`src/rtl/fetch_seq_ctrl.sv`:
```
// fetch_seq_ctrl
// Sequences the PC register and the instruction-fetch port of the single-issue core.
// One fetch is in flight at a time. The returned instruction is buffered for decode.
// The PC register is steered through its stall / branch / exception inputs.
// Redirects arriving while a fetch is outstanding are queued in pending registers.
// The response that was already in flight is then discarded.

module fetch_seq_ctrl #(
  parameter int TIMEOUT = 256
) (
  input  logic        clk,
  input  logic        rst,
  input  logic [31:0] pc_in,
  output logic        if_req_valid,
  output logic [31:0] if_req_addr,
  input  logic        if_req_ready,
  input  logic        if_rsp_valid,
  input  logic [31:0] if_rsp_data,
  output logic        inst_valid,
  output logic [31:0] inst_data,
  output logic [31:0] inst_pc,
  input  logic        inst_ready,
  input  logic        br_req,
  input  logic [31:0] br_target,
  input  logic        exc_req,
  input  logic [31:0] exc_target,
  output logic        pc_stall,
  output logic        pc_branch_taken,
  output logic [31:0] pc_branch_target,
  output logic        pc_exc_redirect,
  output logic [31:0] pc_exc_target,
  output logic        fetch_err
);

  // Timeout threshold and saturation value of the 9-bit wait counter.
  localparam logic [8:0] TMO_LIMIT = 9'(TIMEOUT);
  localparam logic [8:0] TMO_MAX   = 9'h1FF;

  typedef enum logic [2:0] {
    S_IDLE  = 3'd0,
    S_REQ   = 3'd1,
    S_WAIT  = 3'd2,
    S_HOLD  = 3'd3,
    S_REDIR = 3'd4
  } state_e;

  state_e      state_q, state_d;
  logic        pend_br_q, pend_br_d;
  logic        pend_exc_q, pend_exc_d;
  logic [31:0] br_tgt_q, br_tgt_d;
  logic [31:0] exc_tgt_q, exc_tgt_d;
  logic        kill_q, kill_d;
  logic [31:0] inst_data_q, inst_data_d;
  logic [31:0] inst_pc_q, inst_pc_d;
  logic [8:0]  tmo_cnt_q, tmo_cnt_d;
  logic        fetch_err_q, fetch_err_d;

  logic        redir_in_s;
  logic        pend_any_s;

  assign redir_in_s = br_req | exc_req;
  assign pend_any_s = pend_br_q | pend_exc_q;

  // Pending redirect capture: exc wins over br, newer targets overwrite older ones.
  always_comb begin
    pend_br_d  = pend_br_q;
    pend_exc_d = pend_exc_q;
    br_tgt_d   = br_tgt_q;
    exc_tgt_d  = exc_tgt_q;
    // The redirect cycle consumes whatever was pending.
    if (state_q == S_REDIR) begin
      pend_br_d  = 1'b0;
      pend_exc_d = 1'b0;
    end else begin
      pend_br_d  = pend_br_q;
      pend_exc_d = pend_exc_q;
    end
    // A same-cycle br is dropped in favour of exc; a br never touches the exc slot.
    if (exc_req) begin
      pend_exc_d = 1'b1;
      exc_tgt_d  = exc_target;
    end else if (br_req) begin
      pend_br_d  = 1'b1;
      br_tgt_d   = br_target;
    end else begin
      br_tgt_d   = br_tgt_q;
      exc_tgt_d  = exc_tgt_q;
    end
  end

  // Fetch sequencer: next state, buffer updates and all PC/fetch/decode outputs.
  always_comb begin
    state_d          = state_q;
    kill_d           = kill_q;
    inst_data_d      = inst_data_q;
    inst_pc_d        = inst_pc_q;
    if_req_valid     = 1'b0;
    if_req_addr      = 32'h0000_0000;
    inst_valid       = 1'b0;
    pc_stall         = 1'b1;
    pc_branch_taken  = 1'b0;
    pc_branch_target = 32'h0000_0000;
    pc_exc_redirect  = 1'b0;
    pc_exc_target    = 32'h0000_0000;
    case (state_q)
      S_IDLE: begin
        if (pend_any_s | redir_in_s) begin
          state_d = S_REDIR;
        end else begin
          state_d = S_REQ;
        end
      end
      S_REQ: begin
        // Address follows pc_in, which is held because pc_stall is asserted here.
        if_req_valid = 1'b1;
        if_req_addr  = pc_in;
        if (if_req_ready) begin
          state_d = S_WAIT;
          kill_d  = pend_any_s | redir_in_s;
        end else begin
          state_d = S_REQ;
        end
      end
      S_WAIT: begin
        if (if_rsp_valid) begin
          kill_d = 1'b0;
          // The fetched word belongs to a PC about to be abandoned: drop it.
          if (kill_q | pend_any_s | redir_in_s) begin
            state_d = S_REDIR;
          end else begin
            inst_data_d = if_rsp_data;
            inst_pc_d   = pc_in;
            state_d     = S_HOLD;
          end
        end else begin
          state_d = S_WAIT;
        end
      end
      S_HOLD: begin
        // A redirect in the same cycle suppresses the handshake with decode.
        inst_valid = ~redir_in_s;
        if (redir_in_s) begin
          state_d = S_REDIR;
        end else if (inst_ready) begin
          pc_stall = 1'b0;
          state_d  = S_REQ;
        end else begin
          state_d = S_HOLD;
        end
      end
      S_REDIR: begin
        pc_stall         = 1'b0;
        pc_exc_redirect  = pend_exc_q;
        pc_exc_target    = pend_exc_q ? exc_tgt_q : 32'h0000_0000;
        pc_branch_taken  = pend_br_q & ~pend_exc_q;
        pc_branch_target = (pend_br_q & ~pend_exc_q) ? br_tgt_q : 32'h0000_0000;
        if (redir_in_s) begin
          state_d = S_REDIR;
        end else begin
          state_d = S_REQ;
        end
      end
      default: begin
        state_d = S_IDLE;
      end
    endcase
  end

  // Response timeout: saturating wait counter and sticky error flag.
  always_comb begin
    tmo_cnt_d   = 9'd0;
    fetch_err_d = fetch_err_q;
    if ((state_q == S_WAIT) && !if_rsp_valid) begin
      tmo_cnt_d = (tmo_cnt_q == TMO_MAX) ? TMO_MAX : (tmo_cnt_q + 9'd1);
    end else begin
      tmo_cnt_d = 9'd0;
    end
    // The FSM keeps waiting; the error only flags the condition.
    if ((state_q == S_WAIT) && (tmo_cnt_q >= TMO_LIMIT)) begin
      fetch_err_d = 1'b1;
    end else begin
      fetch_err_d = fetch_err_q;
    end
  end

  // State and data registers with synchronous reset.
  always_ff @(posedge clk) begin
    if (rst) begin
      state_q     <= S_IDLE;
      pend_br_q   <= 1'b0;
      pend_exc_q  <= 1'b0;
      br_tgt_q    <= 32'h0000_0000;
      exc_tgt_q   <= 32'h0000_0000;
      kill_q      <= 1'b0;
      inst_data_q <= 32'h0000_0000;
      inst_pc_q   <= 32'h0000_0000;
      tmo_cnt_q   <= 9'd0;
      fetch_err_q <= 1'b0;
    end else begin
      state_q     <= state_d;
      pend_br_q   <= pend_br_d;
      pend_exc_q  <= pend_exc_d;
      br_tgt_q    <= br_tgt_d;
      exc_tgt_q   <= exc_tgt_d;
      kill_q      <= kill_d;
      inst_data_q <= inst_data_d;
      inst_pc_q   <= inst_pc_d;
      tmo_cnt_q   <= tmo_cnt_d;
      fetch_err_q <= fetch_err_d;
    end
  end

  assign inst_data = inst_data_q;
  assign inst_pc   = inst_pc_q;
  assign fetch_err = fetch_err_q;

endmodule

```
`config.mk`:
```
export PLATFORM = sky130hd
export DESIGN_NAME = fetch_seq_ctrl
export DESIGN_NICKNAME = d
export VERILOG_FILES = /design/src/rtl/fetch_seq_ctrl.sv
export SDC_FILE = /design/constraint.sdc
export NUM_CORES = 1
export LEC_CHECK = 0
export CAP_MARGIN = 20
export CORE_ASPECT_RATIO = 1.1
export CORE_MARGIN = 2
export CORE_UTILIZATION = 35
export DETAILED_ROUTE_END_ITERATION = 7
export GPL_TIMING_DRIVEN = 0
export PLACE_DENSITY_LB_ADDON = 0.12
export SETUP_SLACK_MARGIN = 0.1
export SYNTH_ARGS = -nofsm -noshare
export SYNTH_HDL_FRONTEND = slang
export SYNTH_SLANG_ARGS = --single-unit
export TNS_END_PERCENT = 1
```
`constraint.sdc`:
```
create_clock -name clk -period 3.9 [get_ports clk]
set_clock_uncertainty 0.15 [all_clocks]
set_input_delay 0.78 -clock clk [delete_from_list [all_inputs] [get_ports clk]]
set_output_delay 0.78 -clock clk [all_outputs]
set_load 0.02 [all_outputs]
```
==> flow_summary.yaml, run 1 <==
die:
  die-height_um: 140
  num_rows: 49
  die_area_um2: 17800
  start_util_pct: 35.7
  fp.dieW_um: 127
  core-area_um2: 16400
  boundaryPins: 301
worst_setup_path:
  cp.arrival_ns: 2.74
  end_kind: "primary output"
  required_ns: 2.97
  critPathLaunch: "state_q[2]"
  start_kind: "flop"
  r2r_start: "pend_exc_q"
  critical_path_class: "reg -> out"
  crit_fanout: 10
logic_synthesis:
  yosysWarnings: 0
  ys.flop_type: "dfxtp_1"
  synth_edf_count: 0
  seq_area_frac_synth_pct: 49.3
  synthTopCellsByArea: "dfxtp_1, nand2_1, and2_1"
  yosysTopAreaCell: "dfxtp_1"
  ys_seq_elements: 144
  syn_area_per_cell_um2: 8.08
  synth_top_area_share_pct: 49.3
  synth_area_um2: 5850
  async_flop_share_pct: 0
  syn-num-nets: 860
  yosysMostFrequentCell: "nand2_1"
  ys_types: 35
  synth_common_cells: "nand2_1, dfxtp_1, a21oi_1, and2_1, nor2_1"
  synth_cells: 724
layout:
  multi_input_area_um2: 2710
  layout.cells.non_filler: 1259
  fillerInstances: 1502
  syn_to_final_growth_pct: 66.7
  layout-drive-gt1-share_pct: 5.21
  fin_util_pct: 59.6
  antennaDiodeCount: 0
  seqCellArea_um2: 2880
  fin_nets: 1178
timing:
  timing.final.crit_share_pct: 94.2
  setup_viol: 0
  worst_pin_slew_ns: 0.611
  fin_hold_ws_ns: 0.297
  hold_viol_final: 0
  fin_tns_setup_ns: 0
  relSlewSlack_pct: 59.2
  fmax_mhz: 272
  rsz0062_at_grt: "true"
  slew_viol_final: 0
  fin_crit_ns: 3.67
clock_tree:
  cts.sinks: 144
  cts-root-buf: "clkbuf_16"
  clk-insertion-delay-late_ns: 0.41
  cts_inserted_buffers: 17
  clk_pin_slew_ns: 0.06
  post-cts-setup-buffers: 0
  htreeDepth: 4
  cts_tree: "done"
  holdBufCountCts: 0
  max-clock-path-buffers: 2
routing:
  via_per_inst: 4.66
  drt_pass1_iterations: 4
  drtIter0Drc: 208
  wire_per_inst_um: 14.8
  antenna_left: 0
  drt-total-wl_um: 18600
  vias: 5868
  route.detailed.drc: 0
placed_design:
  dp_cells: 1227
  place.gp.congestion: 0.823
  port_buffers: 299
  hpwl_um: 14000
grt:
  grtUsageTotal_pct: 20.6
  grt_max_degree: 17
  antenna_found_initial: 0
  grt_pass1_wl_um: 28900
  grt_overflow_total: 0
  grt_pass1_vias: 5515
power:
  ir_drop_mv: 0.301
  power_density_nw_per_um2: 370
  leakage_nw: 3.62
min_path:
  min-delay-start: "br_tgt_q[4]"
  hp-class: "reg -> reg"
run_status:
  outcome: "complete, no violations"
flow_run:
  drv_cap: 0
through the flow:
| stage | total power [mW] | worst slack [ns] | cell area [um2] |
|---|---|---|---|
| after floorplan | 1.71 | 1.03 | 5850 |
| after global placement | 1.94 | -0.0916 | 9100 |
| after detailed placement | 1.94 | 0.109 | 9100 |
| after CTS | 3.66 | 0.0591 | 9750 |
| after global routing | 3.75 | -0.00523 | 9750 |
| final | 3.60 | 0.227 | 9750 |
sequential cells by signal, summed over array words and instances, names as in the netlist:
register    flops
fetch_err       1
pend_exc_q      1
tmo_cnt_q       9
br_tgt_q       32
exc_tgt_q      32
pend_br_q       1
state_q         3
inst_data      32
kill_q          1
inst_pc        32
report_power, final:
part	internal (mW)	switching, mW	leakage, nW
clock network	1.09	0.608	0.305
registers	1.51	0.0182	1.17
logic	0.211	0.167	2.14
total	2.81	0.793	3.62
worst paths after layout:
path                          end  slack [ns]  cells after the start
max reg2reg           inst_pc[28]        1.76                      6
min reg2reg           br_tgt_q[4]        0.30                      2
max          pc_branch_target[27]        0.23                      6
min                   br_tgt_q[4]        0.30                      2
layout make-up:
class / count / share of cell area, %
repair buffers: 299 / 30.7
flip-flops and latches: 144 / 29.6
multi-input cells: 523 / 27.7
clock buffers: 23 / 5.11
plain buffers: 54 / 2.86
well taps: 204 / 2.62
clock inverters: 9 / 1.32
inverters: 3 / 0.115
metal layers:
layer / share of wire [%] / GRT usage [%] / vias up
met2: 46 / 33.4 / 214
met5: 0 / 0 / -
li1: - / - / 2983
met3: 9.5 / 8.57 / 22
met1: 42 / 24.2 / 2649
met4: 2.0 / 7.63 / 0
kinds of logic (layout without fill, tap and decap cells):
kind of cell	count (synthesis)	count (layout)	synth area share [%]
AND/OR/NAND/NOR	369	369	29.3
flip-flops	144	144	49.3
AO/OA/AOI/OAI	119	119	10.6
buffers and inverters	57	388	4.88
multiplexers	33	33	5.65
adder cells (fa/ha/maj)	1	1	0.214
XOR/XNOR	1	1	0.150
worst max-delay path, stage by stage (launching register included):
cell,delay (ns)
dfxtp_1,0.32
clkbuf_1,0.33
nand2_1,0.25
nor3b_4,0.38
clkbuf_2,0.27
and2_1,0.15
clkdlybuf4s50_1,0.64
placed cells by master (no fill, tap or decap), types with 4 or more instances in the layout:
cell	instances
clkdlybuf4s50_1	299
nand2_1	198
dfxtp_1	144
a21oi_1	108
and2_1	96
nor2_1	44
clkbuf_1	34
mux2i_1	33
clkbuf_16	17
nor3_1	6
buf_2	6
buf_6	6
and3_1	5
buf_4	5
clkbuf_8	5
clkbuf_2	4
timing repair:
| action | CTS | global route |
|---|---|---|
| gates cloned | 0 | 0 |
| setup endpoints to repair | 42 | 31 |
| hold endpoints to repair | 0 | 0 |
| resized for setup | 3 | 8 |
Note: power is estimated with default switching activity, not from simulation.
==> run 2: changes to the inputs <==
--- a/config.mk
+++ b/config.mk
@@ -12,7 +12,7 @@
 export DETAILED_ROUTE_END_ITERATION = 7
 export GPL_TIMING_DRIVEN = 0
 export PLACE_DENSITY_LB_ADDON = 0.12
-export SETUP_SLACK_MARGIN = 0.1
+export SLEW_MARGIN = 20
 export SYNTH_ARGS = -nofsm -noshare
 export SYNTH_HDL_FRONTEND = slang
 export SYNTH_SLANG_ARGS = --single-unit
==> constraint.sdc (replaced) <==
create_clock -name clk -period 3.73 [get_ports clk]
set_clock_uncertainty 0.15 [all_clocks]
set_input_delay 0.746 -clock clk [delete_from_list [all_inputs] [get_ports clk]]
set_output_delay 0.746 -clock clk [all_outputs]
set_load 0.02 [all_outputs]
==> run 2 against run 1 <==
  * Clock-buffer cell count grew 1
  * Register-to-register slack lost 0.15 ns
  * Sequential share of layout area is essentially flat
  * Utilization is essentially flat
  * Wire length grew 0.42%
  * Largest power group unchanged
==> flow_summary.yaml, run 2 (synthesis gave the netlist of run 1 again) <==
clock_tree:
  post-cts-setup-buffers: 0
  htreeDepth: 4
  cts_inserted_buffers: 17
  cts-root-buf: "clkbuf_16"
  max-clock-path-buffers: 2
  clk_pin_slew_ns: 0.06
  cts.sinks: 144
  cts_tree: "done"
  clk-insertion-delay-late_ns: 0.42
grt:
  antenna_found_initial: 0
  grt_max_degree: 17
  grt_pass1_wl_um: 29300
  grt_overflow_total: 0
  grtUsageTotal_pct: 20.9
  grt_pass1_vias: 5542
die:
  fp.dieW_um: 127
  die-height_um: 140
  boundaryPins: 301
  core-area_um2: 16400
  num_rows: 49
  start_util_pct: 35.7
  die_area_um2: 17800
worst_setup_path:
  end_kind: "primary output"
  required_ns: 2.83
  path_cells: "clkbuf_1 > nor2_2 > and3_1 > clkbuf_1 > and2_1 > clkdlybuf4s50_1"
  r2r_slack_ns: 1.61
  start_kind: "flop"
  critical_path_class: "reg -> out"
  reg2regPathDepth: 6
  crit_top_cell: "clkbuf_1"
  crit_path_max_incr_delay_ns: 0.63
  cp_slowest_cell: "clkdlybuf4s50_1"
  crit_fanout: 10
  r2r_start: "pend_exc_q"
  cp.arrival_ns: 2.59
  r2r-end: "inst_pc[12]"
timing:
  fin_crit_ns: 3.49
  rsz0062_at_grt: "false"
  worst_pin_slew_ns: 0.556
  setup_viol: 0
  fin_hold_ws_ns: 0.296
  hold_viol_final: 0
  slew_viol_final: 0
  fmax_mhz: 287
  relSlewSlack_pct: 62.9
  timing.final.crit_share_pct: 93.4
routing:
  vias: 5888
  drtIter0Drc: 210
  via_per_inst: 4.67
  drt-total-wl_um: 18700
  drt_pass1_iterations: 4
  wire_per_inst_um: 14.8
  antenna_left: 0
  route.detailed.drc: 0
power:
  leakage_nw: 3.68
  power_mw: 3.73
  power_density_nw_per_um2: 383
  ir_drop_mv: 0.289
min_path:
  min-delay-start: "br_tgt_q[1]"
  hp-class: "reg -> reg"
  holdPathEnd: "br_tgt_q[1]"
  holdPathStages: 2
layout:
  fin_nets: 1179
  antennaDiodeCount: 0
  fillerInstances: 1531
  final_cell_mix: "clkdlybuf4s50_1, nand2_1, dfxtp_1, a21oi_1, and2_1"
  layout-drive-gt1-share_pct: 5.49
  layout.cells.non_filler: 1260
  fin_util_pct: 59.6
  syn_to_final_growth_pct: 66.8
  final_common_cell: "clkdlybuf4s50_1"
placed_design:
  dp_cells: 1228
  port_buffers: 299
  place.gp.congestion: 0.823
  hpwl_um: 14000
run_status:
  outcome: "complete, no violations"
flow_run:
  drv_cap: 0
-- run 2: cell count changes in the layout (fill, tap and decap cells not counted), sizes merged --
| cell | before | now |
|---|---|---|
| clkinvlp | 2 | 3 |
| clkbuf | 60 | 59 |
| bufinv | 3 | 2 |
| buf | 17 | 20 |
| dlymetal6s2s | 0 | 3 |
| clkdlybuf4s50 | 299 | 296 |
| clkinv | 4 | 3 |
-- run 2: power breakdown --
part,total [mW],internal (mW),switching (mW)
combinational,0.396,0.222,0.174
clock,1.74,1.09,0.647
sequential,1.60,1.58,0.0193
total,3.73,2.89,0.840
-- run 2: worst max-delay path by stage --
| stage | end | slack (ns) | startpoint |
|---|---|---|---|
| 6_report | pc_exc_target[24] | 0.24 | state_q[1] |
| 5_1_grt | pc_branch_target[2] | 0.003 | state_q[1] |
| 4_1_cts | pc_stall | 0.04 | exc_req |
| 3_5_place_dp | pc_stall | 0.05 | exc_req |
| 3_3_place_gp | if_req_addr[10] | -0.23 | state_q[2] |
| 2_1_floorplan | pc_stall | 0.92 | exc_req |
-- run 2: final cells by class --
type                            count  area, um2  area share (%)
Sequential cell                   144       2880            29.5
Inverter                            3       11.3           0.115
Multi-Input combinational cell    523       2700            27.7
Clock inverter                      8        101            1.04
Timing Repair Buffer              300       3010            30.8
Tap cell                          204        255            2.62
Clock buffer                       24        512            5.24
Buffer                             54        285            2.92
-- run 2: critical path, delay by kind of cell, from the launching register on --
family,cells,cell delay (ns)
simple gates,3,0.71
buf+inv,3,1.16
flops,1,0.30
-- run 2: timing repair --
item	CTS	global route
pin swaps	0	1
endpoints found under the setup margin	33	43
resized for setup	5	14
hold buffers	0	0
-- run 2: per-stage QoR --
stage | worst slack (ns) | TNS [ns] | instance area, um2
after floorplan | 0.923 | 0 | 5850
after global placement | -0.228 | -5.32 | 9100
after detailed placement | 0.0459 | 0 | 9110
after CTS | 0.0447 | 0 | 9740
after global routing | 0.00303 | 0 | 9760
final | 0.245 | 0 | 9760
-- run 2: layer usage --
metal  global-route usage, %  vias up  part of all wire, %
met5                       0        -                    0
met4                    8.21        0                  2.0
met3                    8.38       28                  9.5
met2                    33.7      227                   46
met1                    25.0     2654                   42
li1                        -     2979                    -
